==> src/rtl/filter_seq_ctrl.sv <==
`timescale 1ns/1ps
`default_nettype none
// ============================================================================
//  Module      : filter_seq_ctrl
//  Description : Sequencer for the IQ-demod low-pass filter. Divides the
//                clock down to the sample rate and pulses the filter strobe
//                once per tick. It waits on filt_pret with a timeout and
//                captures the filtered result. On enable it first pushes
//                zero samples to flush the filter history. Dropped ticks
//                and timeouts are reported.
//  Revision    : 1.0  initial release
// ============================================================================
module filter_seq_ctrl #(
  parameter int DATA_W  = 5,
  parameter int PERIOD  = 5,
  parameter int NFLUSH  = 4,
  parameter int TIMEOUT = 64
) (
  input  logic              clk,
  input  logic              resetn,
  input  logic              en,
  input  logic              err_clr,
  input  logic [DATA_W-1:0] din,
  input  logic              filt_pret,
  input  logic [DATA_W-1:0] filt_dout,
  output logic              filt_valid,
  output logic [DATA_W-1:0] filt_din,
  output logic [DATA_W-1:0] dout,
  output logic              dout_valid,
  output logic              busy,
  output logic              err,
  output logic [7:0]        ovr_cnt
);

  localparam int c_tick_w = $clog2(PERIOD);
  localparam int c_to_w   = $clog2(TIMEOUT + 1);
  localparam int c_fl_w   = $clog2(NFLUSH + 2);

  localparam logic [c_tick_w-1:0] c_tick_last = c_tick_w'(PERIOD - 1);
  localparam logic [c_to_w-1:0]   c_to_last   = c_to_w'(TIMEOUT - 1);
  localparam logic [c_fl_w-1:0]   c_fl_last   = c_fl_w'((NFLUSH > 0) ? NFLUSH - 1 : 0);
  localparam bit                  c_has_flush = (NFLUSH > 0);

  typedef enum logic [2:0] {
    S_IDLE      = 3'd0,
    S_FLUSH_STB = 3'd1,
    S_WAIT_TICK = 3'd2,
    S_STROBE    = 3'd3,
    S_WAIT_RDY  = 3'd4
  } state_t;

  state_t              r_state;
  logic                r_flush;
  logic [c_fl_w-1:0]   r_flush_cnt;
  logic [c_to_w-1:0]   r_to_cnt;
  logic [c_tick_w-1:0] r_tick_cnt;
  logic                w_tick;
  logic                w_ovr;
  logic [7:0]          w_ovr_next;

  // A tick is only produced while enabled and outside the flush phase.
  assign w_tick = en && !r_flush && (r_tick_cnt == c_tick_last);
  // A tick that finds the FSM anywhere but WAIT_TICK is a lost sample.
  assign w_ovr  = w_tick && (r_state != S_WAIT_TICK);
  // Clearing in the same cycle as an overrun still records that overrun.
  assign w_ovr_next = err_clr ? 8'd1 :
                      ((ovr_cnt == 8'hFF) ? 8'hFF : ovr_cnt + 8'd1);
  assign busy = (r_state != S_IDLE) && (r_state != S_WAIT_TICK);

  // Sample-rate divider: free-runs while enabled, parked at zero otherwise.
  always_ff @(posedge clk or negedge resetn) begin
    if (!resetn) begin
      r_tick_cnt <= '0;
    end else if (!en || r_flush || w_tick) begin
      r_tick_cnt <= '0;
    end else begin
      r_tick_cnt <= r_tick_cnt + 1'b1;
    end
  end

  // Sequencer FSM with registered strobe, capture and status outputs.
  always_ff @(posedge clk or negedge resetn) begin
    if (!resetn) begin
      r_state     <= S_IDLE;
      r_flush     <= 1'b0;
      r_flush_cnt <= '0;
      r_to_cnt    <= '0;
      filt_valid  <= 1'b0;
      filt_din    <= '0;
      dout        <= '0;
      dout_valid  <= 1'b0;
      err         <= 1'b0;
      ovr_cnt     <= '0;
    end else begin
      filt_valid <= 1'b0;
      dout_valid <= 1'b0;
      if (err_clr) begin
        err     <= 1'b0;
        ovr_cnt <= '0;
      end
      if (w_ovr) begin
        ovr_cnt <= w_ovr_next;
      end
      case (r_state)
        S_IDLE: begin
          if (en) begin
            if (c_has_flush) begin
              r_flush     <= 1'b1;
              r_flush_cnt <= '0;
              filt_din    <= '0;
              filt_valid  <= 1'b1;
              r_state     <= S_FLUSH_STB;
            end else begin
              r_state <= S_WAIT_TICK;
            end
          end
        end
        S_FLUSH_STB: begin
          r_to_cnt <= '0;
          r_state  <= S_WAIT_RDY;
        end
        S_WAIT_TICK: begin
          if (!en) begin
            r_state <= S_IDLE;
          end else if (w_tick) begin
            filt_din   <= din;
            filt_valid <= 1'b1;
            r_state    <= S_STROBE;
          end
        end
        S_STROBE: begin
          r_to_cnt <= '0;
          r_state  <= S_WAIT_RDY;
        end
        S_WAIT_RDY: begin
          r_to_cnt <= r_to_cnt + 1'b1;
          // The first cycle ignores pret: the filter may not have dropped it yet.
          if ((r_to_cnt != '0) && filt_pret) begin
            if (r_flush) begin
              r_flush_cnt <= r_flush_cnt + 1'b1;
              if (!en) begin
                r_flush <= 1'b0;
                r_state <= S_IDLE;
              end else if (r_flush_cnt == c_fl_last) begin
                r_flush <= 1'b0;
                r_state <= S_WAIT_TICK;
              end else begin
                filt_valid <= 1'b1;
                r_state    <= S_FLUSH_STB;
              end
            end else begin
              dout       <= filt_dout;
              dout_valid <= 1'b1;
              r_state    <= en ? S_WAIT_TICK : S_IDLE;
            end
          end else if (r_to_cnt == c_to_last) begin
            err     <= 1'b1;
            r_flush <= 1'b0;
            r_state <= en ? S_WAIT_TICK : S_IDLE;
          end
        end
        default: r_state <= S_IDLE;
      endcase
    end
  end

endmodule
`default_nettype wire

==> config.mk <==
export PLATFORM = sky130hd
export DESIGN_NAME = filter_seq_ctrl
export DESIGN_NICKNAME = d
export VERILOG_FILES = /design/src/rtl/filter_seq_ctrl.sv
export SDC_FILE = /design/constraint.sdc
export NUM_CORES = 1
export LEC_CHECK = 0
export CORE_ASPECT_RATIO = 1.4
export CORE_MARGIN = 2
export CORE_UTILIZATION = 30
export CTS_CLUSTER_DIAMETER = 80
export DETAILED_ROUTE_END_ITERATION = 16
export GPL_TIMING_DRIVEN = 0
export PLACE_DENSITY = 0.52
export SYNTH_ARGS = -nofsm -noshare
export SYNTH_HDL_FRONTEND = slang
export SYNTH_SLANG_ARGS = --single-unit
==> constraint.sdc <==
create_clock -name clk -period 2.63 [get_ports clk]
set_input_delay 0.263 -clock clk [delete_from_list [all_inputs] [get_ports clk]]
set_output_delay 0.263 -clock clk [all_outputs]
set_load 0.01 [all_outputs]
Word-level counts from Yosys, hierarchy flattened
Index checks and enable logic that the tools add are counted.
- add/subtract/negate cells: 4
- equal/unequal tests: 16
- muxes and demuxes: 43
- bitwise gates (word level): 1
- reduce and logical (&&, ||, !) cells: 22
- operators with widths (operator ; count):
    8-bit two-way mux ; 4
    3-bit two-way mux ; 10
    1-bit two-way mux ; 17
    5-bit two-way mux ; 3
    7-bit one-hot mux with 2 select lines ; 1
    3-bit one-hot mux with 4 select lines ; 1
    2-bit inequality test (second input constant) ; 5
    5-bit one-hot mux with 2 select lines ; 1
    3-bit by 2-bit equality test with 1-bit output (second input constant) ; 3
    3-bit AND reduction ; 3
    8-bit by 1-bit adder with 8-bit output (second input constant) ; 1
    8-bit equality test (second input constant) ; 1
    4-bit AND reduction ; 2
    2-bit nonzero test ; 4
    7-bit by 1-bit adder with 7-bit output (second input constant) ; 1
    7-bit by 6-bit equality test with 1-bit output (second input constant) ; 1
    7-bit nonzero test ; 1
    3-bit by 1-bit adder with 3-bit output (second input constant) ; 2
    3-bit equality test (second input constant) ; 2
    2-bit two-way mux ; 3
    3-bit inequality test (second input constant) ; 2
    3-bit one-hot mux with 2 select lines ; 1
    1-bit logical AND ; 5
    3-bit by 1-bit equality test with 1-bit output (second input constant) ; 1
    other kinds (9) ; 11
- register bits: 38
- bits of input ports: 15
- logic and storage cells: 97

Logic depth before layout (Yosys ltp)
Gate-level depths: netlist of the first run.
- word-level depth: 6
- depth in mapped cells: 7
- gate-level depth less buffers: 6

Least setup slack after synthesis of the first run
No wires, ideal clock.
- path kind: reg2reg
- from: register r_to_cnt[0]
- to: register dout[0]
- setup time: 0.125 ns
- arrival: 1.931 ns
- slack: 0.574 ns
- stages on the path, launching flop included: 8
- path buffers: 1
- period minus slack after synthesis: 2.056 ns
- cell sequence: dfrtp_1 -> inv_1 -> ha_1 -> or4b_1 -> o31ai_1 -> or3_1 -> clkbuf_2 -> mux2_2
- longest elaborated chain between the ends: 3
- RTL lines (what ; RTL line ; RTL):
    from (decl) ; 55 ; logic [c_to_w-1:0] r_to_cnt;
    from (signal assigned) ; 136 ; r_to_cnt <= r_to_cnt + 1'b1;
    7-bit nonzero test ; 138 ; if ((r_to_cnt != '0) && filt_pret) begin
    1-bit logical AND ; 138 ;
    3-bit AND reduction (no line) ; -- ;
    to (signal assigned) ; 152 ; dout <= filt_dout;
    to (decl) ; 28 ; output logic [DATA_W-1:0] dout,
Every way passes these cells.
A chain may end at the register's enable or synchronous reset.

Final worst setup path of the first run
- from: register r_state[0]
- to: register ovr_cnt[5]
- longest elaborated chain between the ends: 3
- elaborated cells on any way between the ends: 4
- RTL lines (what ; RTL line ; RTL):
    from (decl) ; 52 ; state_t r_state;
    from (signal assigned) ; 154 ; r_state <= en ? S_WAIT_TICK : S_IDLE;
    from (signal assigned) ; 159 ; r_state <= en ? S_WAIT_TICK : S_IDLE;
    3-bit by 2-bit inequality test with 1-bit output * ; 64 ; assign w_ovr = w_tick && (r_state != S_WAIT_TICK);
    1-bit logical AND * ; 64 ;
    8-bit two-way mux / 2-bit nonzero test (equally long branches) ; -- ;
    to (signal assigned) ; 102 ; ovr_cnt <= w_ovr_next;
    to (decl) ; 32 ; output logic [7:0] ovr_cnt
Mark *: on every way between the ends. The rest lies on a longest branch, timed or not.

==> impl_metrics.env, run 1 <==
export IMPL_clk_transition_reported_paths_ns=0.07
export IMPL_cts_root_buf="clkbuf_8"
export IMPL_outcome="finished clean"
export IMPL_classification_of_the_worst_slack_hold_path="input pin to flip-flop"
export IMPL_number_of_global_route_vias_before_repair=1486
export IMPL_fin_worst_skew_ns=0.00416
export IMPL_max_cap_violations=0
export IMPL_drt_antenna_violating_nets=0
export IMPL_flip_flop_cell_with_the_highest_count_after_synthesis="dfrtp_1"
export IMPL_dr_total_vias=1464
export IMPL_timing_max_transition_violations_final=0
export IMPL_final_seq_area_sq_um=951
export IMPL_routedWlPerCell_um=13.1
export IMPL_total_detailed_routing_wirelength_mm=3.93
export IMPL_p_leak_uw=0.00108
export IMPL_drt_first_iter_violations=45
export IMPL_critical_path_startpoint_type="flip-flop"
export IMPL_synth_edf_count=0
export IMPL_place_gp_congestion=0.718
export IMPL_tns_ns=0
export IMPL_cts_tree="done"
export IMPL_synthesis_nets=205
export IMPL_critPathBufInv=1
export IMPL_asyncSetResetFlopFracSynth=1.00
export IMPL_switching_power_as_a_share_of_total_power=0.329
export IMPL_clock_tree_buffer_depth=2
export IMPL_worst_path_max_delay_cell="nor3b_1"
export IMPL_min_period_ns=2.35
export IMPL_die_w_um=70.8
export IMPL_grt_pass1_wl_mm=7.07
export IMPL_numPortBuffers=35
export IMPL_detailed_place_hpwl_mm=2.80
export IMPL_ys_seq_elements=38
export IMPL_cts_hold_buffers_added=1
export IMPL_destination_of_the_critical_timing_path="ovr_cnt[5]$_DFFE_PN0P_"
export IMPL_synth_avg_cell_area_sq_um=10.3
export IMPL_fillers=675
export IMPL_r2r_slack_ns=0.28
export IMPL_die_height_um=97.6
export IMPL_grt_start_max_net_pins=39
export IMPL_grt_util_all_layers=0.126
export IMPL_cts_resized=0
export IMPL_remaining_drc_errors=0
export IMPL_core_sq_mm=0.00613
export IMPL_finalSetupViolations=0
export IMPL_avgViaCountPerCell=4.88
export IMPL_cp_data_arrival_time_ns=2.53
export IMPL_critical_path_depth=5
export IMPL_rr_worst_depth=5
export IMPL_design_die_area_sq_mm=0.00691
export IMPL_clk_pwr_share=0.232
export IMPL_area_of_the_mapped_netlist_sq_mm=0.00188
export IMPL_max_stage_delay_ns=0.78
export IMPL_power_frac_comb=0.338
export IMPL_clock_fmax_mhz=426
export IMPL_critical_register_to_register_path_startpoint="r_state[0]$_DFFE_PN0P_"
export IMPL_cts_setup_buffers=0
export IMPL_cp_required_ns=2.82
export IMPL_synth_warnings=0
export IMPL_antenna_found_initial=0
export IMPL_layout_nets=249
export IMPL_timing_critical_path_cells="buf_2 > nor3b_1 > nor3_1 > o21a_1 > a311oi_1"
export IMPL_start_util=0.306
export IMPL_cts_buffers=5
export IMPL_synthDistinctLibCells=44
export IMPL_netSwitchingPower_uw=591
export IMPL_cts_sink_count=38
export IMPL_seqPwrFrac=0.430
export IMPL_clock_tree_htree_level_count=2
export IMPL_finalHoldViolations=0
export IMPL_worst_setup_path_startpoint="r_state[0]$_DFFE_PN0P_"
export IMPL_syn_to_final_growth_pct=29.7
export IMPL_rows=34
export IMPL_timing_max_slew_rel_slack=0.358
export IMPL_worst_hold_slack_ns=0.376
export IMPL_yosysSeqAreaShare=0.507
export IMPL_placement_cell_area_sq_mm=0.00233
export IMPL_ios=37
export IMPL_worst_ir_drop_on_vdd_mv=0.226
export IMPL_clock_insertion_delay_worst_skew_ns=0.28
export IMPL_postSynthCellCount=183
export IMPL_antenna_cells=0
export IMPL_multi_input_area_sq_um=831
export IMPL_timing_rr_end="ovr_cnt[5]$_DFFE_PN0P_"
export IMPL_setup_repair_after_global_routing_missed_its_margin="false"
export IMPL_grt_remaining_overflow=0
export IMPL_fin_area_sq_mm=0.00243
export IMPL_total_power_density_per_cell_area_mw_per_mm2=738
export IMPL_cellInternalPower_uw=1200
export IMPL_highest_net_fanout_along_the_worst_path=10
export IMPL_layout_drive_gt1_share=0.101
export IMPL_timing_critical_path_to_type="flip-flop"
export IMPL_worst_slew_pin_transition_ns=0.955
export IMPL_worst_path_dominant_cell_family="simple AND/OR/NAND/NOR gates"
export IMPL_fin_crit_sh=0.892
export IMPL_worst_setup_path_type="flip-flop to flip-flop"
export IMPL_drt_pre_antenna_iters=4
-- power by group through the flow --
stage | clock [uW] | sequential [uW] | combinational, uW
2_1_floorplan | 0 | 794 | 344
3_3_place_gp | 0 | 783 | 610
3_5_place_dp | 0 | 785 | 616
4_1_cts | 436 | 774 | 619
5_1_grt | 452 | 794 | 687
6_report | 416 | 773 | 606
-- worst min-delay path by stage --
stage,start,to,slack (ns),cells past startpoint
global placement,r_tick_cnt[0]$_DFF_PN0_,r_tick_cnt[0]$_DFF_PN0_,0.46,1
finish,err_clr,ovr_cnt[4]$_DFFE_PN0P_,0.38,2
CTS,err_clr,ovr_cnt[6]$_DFFE_PN0P_,0.38,2
global route,err_clr,ovr_cnt[6]$_DFFE_PN0P_,0.43,2
detailed placement,resetn,dout[0]$_DFFE_PN0P_,0.25,2
floorplan,resetn,dout[0]$_DFFE_PN0P_,-0.03,0
-- cells in the mapped netlist, types with 4 or more instances --
library cell | instances | area [sq um]
nand2b_1 | 4 | 25.0
nand2_1 | 13 | 48.8
o21ai_0 | 14 | 70.1
nor2_1 | 7 | 26.3
ha_1 | 7 | 87.6
dfrtp_1 | 38 | 951
mux2i_1 | 6 | 60.1
nand3_1 | 12 | 60.1
inv_1 | 18 | 67.6
a21oi_1 | 5 | 25.0
mux2_2 | 5 | 56.3
-- worst reg2reg max path, stage by stage, from the launching register on --
cell and delay [ns]:
dfrtp_1 0.37, buf_2 0.17, nor3b_1 0.78, nor3_1 0.36, o21a_1 0.28, a311oi_1 0.29
-- cell type report --
cell class,count,share of cell area
tap,72,0.0370
timing repair buffer,37,0.154
multi-input combinational,121,0.341
sequential,38,0.391
inverter,18,0.0278
buffer,6,0.0113
clock buffer,7,0.0355
clock inverter,1,0.00206
-- routing by layer --
layer	up-vias	track usage	share of wire
met5	-	0	0
li1	737	-	-
met1	696	0.167	0.46
met2	26	0.201	0.49
met3	5	0.0280	0.039
met4	0	0.0435	0.015
-- cell usage in the layout (no fill, tap or decap), types with 3 or more instances in the layout --
cell and count:
dfrtp_1 38, clkdlybuf4s50_1 34, inv_1 18, o21ai_0 14
nand2_1 13, nand3_1 12, nor2_1 7, ha_1 7
mux2i_1 6, clkbuf_8 6, mux2_2 5, a21oi_1 5
nand2b_1 4, and4b_1 3, nor3b_1 3, buf_2 3
a211oi_1 3, nor3_1 3, a311oi_1 3, nand4_1 3
-- per-stage QoR --
step | util | std cells | setup slack, ns | power [uW]
after floorplan | - | 183 | 0.574 | 1140
final | 0.397 | 300 | 0.285 | 1800
after global routing | 0.397 | 300 | 0.0535 | 1930
after global placement | 0.378 | 290 | 0.274 | 1390
after CTS | 0.397 | 300 | 0.248 | 1830
after detailed placement | 0.381 | 291 | 0.229 | 1400
-- logic make-up after synthesis --
family | count (synthesis) | share of synthesized area
adder cells (fa/ha/maj) | 7 | 0.0467
buffers and inverters | 24 | 0.0507
multiplexers | 11 | 0.0620
flip-flops | 38 | 0.507
XOR/XNOR | 3 | 0.0140
AND/OR/NAND/NOR | 64 | 0.197
AO/OA/AOI/OAI | 36 | 0.123
-- state kept, by name, summed over array words and instances (netlist names) --
name and cells:
ovr_cnt 8, dout_valid 1, r_tick_cnt 3, filt_valid 1
r_to_cnt 7, err 1, r_state 3, dout 5
r_flush_cnt 3, filt_din 5, r_flush 1
Note: power is estimated with default switching activity, not from simulation.
==> run 2: changes to the inputs <==
--- a/config.mk
+++ b/config.mk
@@ -5,8 +5,8 @@
 export SDC_FILE = /design/constraint.sdc
 export NUM_CORES = 1
 export LEC_CHECK = 0
+export CAP_MARGIN = 20
 export CORE_ASPECT_RATIO = 1.4
-export CORE_MARGIN = 2
 export CORE_UTILIZATION = 30
 export CTS_CLUSTER_DIAMETER = 80
 export DETAILED_ROUTE_END_ITERATION = 16
==> run 2 against run 1 <==
- final cell count decreased by 0.67%
- clock power increased by 1%
- count of clock-buffer cells in the layout unchanged
- non-clock buffer count unchanged
- global-route usage increased by 2.0 points
- design area decreased by 0.10%
- via count increased by 2.7%
- combinational power increased by 1%
- first-iteration DRC count decreased by 13%
- register-to-register slack about the same
- clock skew increased by 0.0030 ns
==> impl_metrics.env, run 2 (synthesized netlist as in run 1, its figures left out) <==
export IMPL_outcome="finished clean"
export IMPL_drt_antenna_violating_nets=0
export IMPL_rows=33
export IMPL_largestRegisters="ovr_cnt: 8 flops, r_to_cnt: 7 flops"
export IMPL_cts_buffers=5
export IMPL_layout_drive_gt1_share=0.101
export IMPL_start_util=0.316
export IMPL_finalSetupViolations=0
export IMPL_worst_slew_pin_transition_ns=0.912
export IMPL_grt_remaining_overflow=0
export IMPL_finalHoldViolations=0
export IMPL_critical_path_startpoint_type="flip-flop"
export IMPL_antenna_cells=0
export IMPL_number_of_global_route_vias_before_repair=1602
export IMPL_routedWlPerCell_um=13.8
export IMPL_die_w_um=68.8
export IMPL_core_sq_mm=0.00595
export IMPL_timing_hold_worst_start="err_clr"
export IMPL_die_height_um=95.6
export IMPL_remaining_drc_errors=0
export IMPL_placement_cell_area_sq_mm=0.00233
export IMPL_numPortBuffers=35
export IMPL_rr_worst_depth=5
export IMPL_grt_pass1_wl_mm=7.21
export IMPL_place_gp_congestion=0.715
export IMPL_design_die_area_sq_mm=0.00658
export IMPL_syn_to_final_growth_pct=29.5
export IMPL_highest_net_fanout_along_the_worst_path=10
export IMPL_total_power_density_per_cell_area_mw_per_mm2=743
export IMPL_fillers=632
export IMPL_p_leak_uw=0.00108
export IMPL_regMostFlops="ovr_cnt"
export IMPL_antenna_found_initial=0
export IMPL_cts_setup_buffers=0
export IMPL_cts_resized=0
export IMPL_drt_first_iter_violations=39
export IMPL_critical_register_to_register_path_startpoint="r_state[0]$_DFFE_PN0P_"
export IMPL_clock_fmax_mhz=428
export IMPL_max_stage_delay_ns=0.77
export IMPL_classification_of_the_worst_slack_hold_path="input pin to flip-flop"
export IMPL_r2r_slack_ns=0.29
export IMPL_detailed_place_hpwl_mm=2.93
export IMPL_cts_tree="done"
export IMPL_clk_transition_reported_paths_ns=0.08
export IMPL_setup_repair_after_global_routing_missed_its_margin="false"
export IMPL_cts_root_buf="clkbuf_8"
export IMPL_cp_required_ns=2.81
export IMPL_cts_hold_buffers_added=1
export IMPL_cp_data_arrival_time_ns=2.52
export IMPL_worst_ir_drop_on_vdd_mv=0.228
export IMPL_avgViaCountPerCell=5.04
export IMPL_finalPower_uw=1810
export IMPL_largest_reg_flops=8
export IMPL_grt_util_all_layers=0.145
export IMPL_timing_critical_path_cells="buf_2 > nor3b_1 > nor3_1 > o21a_1 > a311oi_1"
export IMPL_tns_ns=0
export IMPL_drt_pre_antenna_iters=4
export IMPL_cts_sink_count=38
export IMPL_final_util=0.409
export IMPL_whs_path_depth=2
export IMPL_worst_setup_path_type="flip-flop to flip-flop"
export IMPL_fin_worst_skew_ns=0.00721
export IMPL_max_cap_violations=0
export IMPL_clock_tree_htree_level_count=2
export IMPL_worst_path_max_delay_cell="nor3b_1"
export IMPL_layout_nets=249
export IMPL_mostFrequentLayoutCell="dfrtp_1"
export IMPL_worst_hold_slack_ns=0.347
export IMPL_dr_total_vias=1503
export IMPL_timing_hold_worst_endpoint="ovr_cnt[6]$_DFFE_PN0P_"
export IMPL_clock_insertion_delay_worst_skew_ns=0.29
export IMPL_timing_max_slew_rel_slack=0.387
export IMPL_ios=37
export IMPL_total_detailed_routing_wirelength_mm=4.11
export IMPL_fin_area_sq_mm=0.00243
export IMPL_clock_tree_buffer_depth=2
export IMPL_fin_crit_sh=0.889
export IMPL_grt_start_max_net_pins=24
export IMPL_timing_max_transition_violations_final=0
export IMPL_min_period_ns=2.34
export IMPL_mostFrequentLayoutCells="dfrtp_1, clkdlybuf4s50_1, inv_1"
export IMPL_timing_rr_end="ovr_cnt[5]$_DFFE_PN0P_"
export IMPL_timing_critical_path_to_type="flip-flop"
-- run 2: cell counts in the layout (fill, tap and decap cells not counted) --
No cell type changed its count.
-- run 2: area by class of cell --
cell class / count / area, sq um / share of cell area
flip-flops and latches: 38 / 951 / 0.391
repair buffers: 37 / 375 / 0.154
plain buffers: 6 / 27.5 / 0.0113
clock inverters: 1 / 5.00 / 0.00206
multi-input cells: 121 / 831 / 0.342
clock buffers: 7 / 86.3 / 0.0355
inverters: 18 / 67.6 / 0.0278
well taps: 70 / 87.6 / 0.0360
-- run 2: how the worst max path moves through the flow --
stage | cells after the start | from | slack [ns] | endpoint
floorplan | 7 | r_to_cnt[0]$_DFFE_PN0P_ | 0.57 | dout[0]$_DFFE_PN0P_
global placement | 1 | resetn | 0.25 | filt_din[0]$_DFFE_PN0P_
detailed placement | 5 | en | 0.29 | ovr_cnt[5]$_DFFE_PN0P_
CTS | 5 | r_state[0]$_DFFE_PN0P_ | 0.30 | ovr_cnt[5]$_DFFE_PN0P_
global route | 7 | r_to_cnt[0]$_DFFE_PN0P_ | 0.14 | dout[0]$_DFFE_PN0P_
finish | 5 | r_state[0]$_DFFE_PN0P_ | 0.29 | ovr_cnt[5]$_DFFE_PN0P_
-- run 2: per-stage QoR --
stage | cells | setup slack [ns]
after floorplan | 183 | 0.574
after global placement | 288 | 0.247
after detailed placement | 289 | 0.285
after CTS | 298 | 0.296
after global routing | 298 | 0.141
final | 298 | 0.293
-- run 2: power breakdown --
part           switching [uW]  leakage (uW)  internal [uW]
combinational             313      0.000518            300
sequential               80.1      0.000515            693
clock                     209     0.0000482            212
total                     602       0.00108           1200
-- run 2: critical path: cells and delay by family, from the launching register on --
family / cells / cell delay (ns)
and+or+nand+nor: 2 / 1.12
DFF: 1 / 0.36
AOI/OAI and AO/OA: 2 / 0.58
buffers and inverters: 1 / 0.18
-- run 2: routing by layer --
layer  GRT usage  vias up  wire length (um)
li1            -      737                 -
met5           0        -                 0
met3      0.0287        4               143
met4      0.0459        0                34
met1       0.175      734              1900
met2       0.253       28              2030
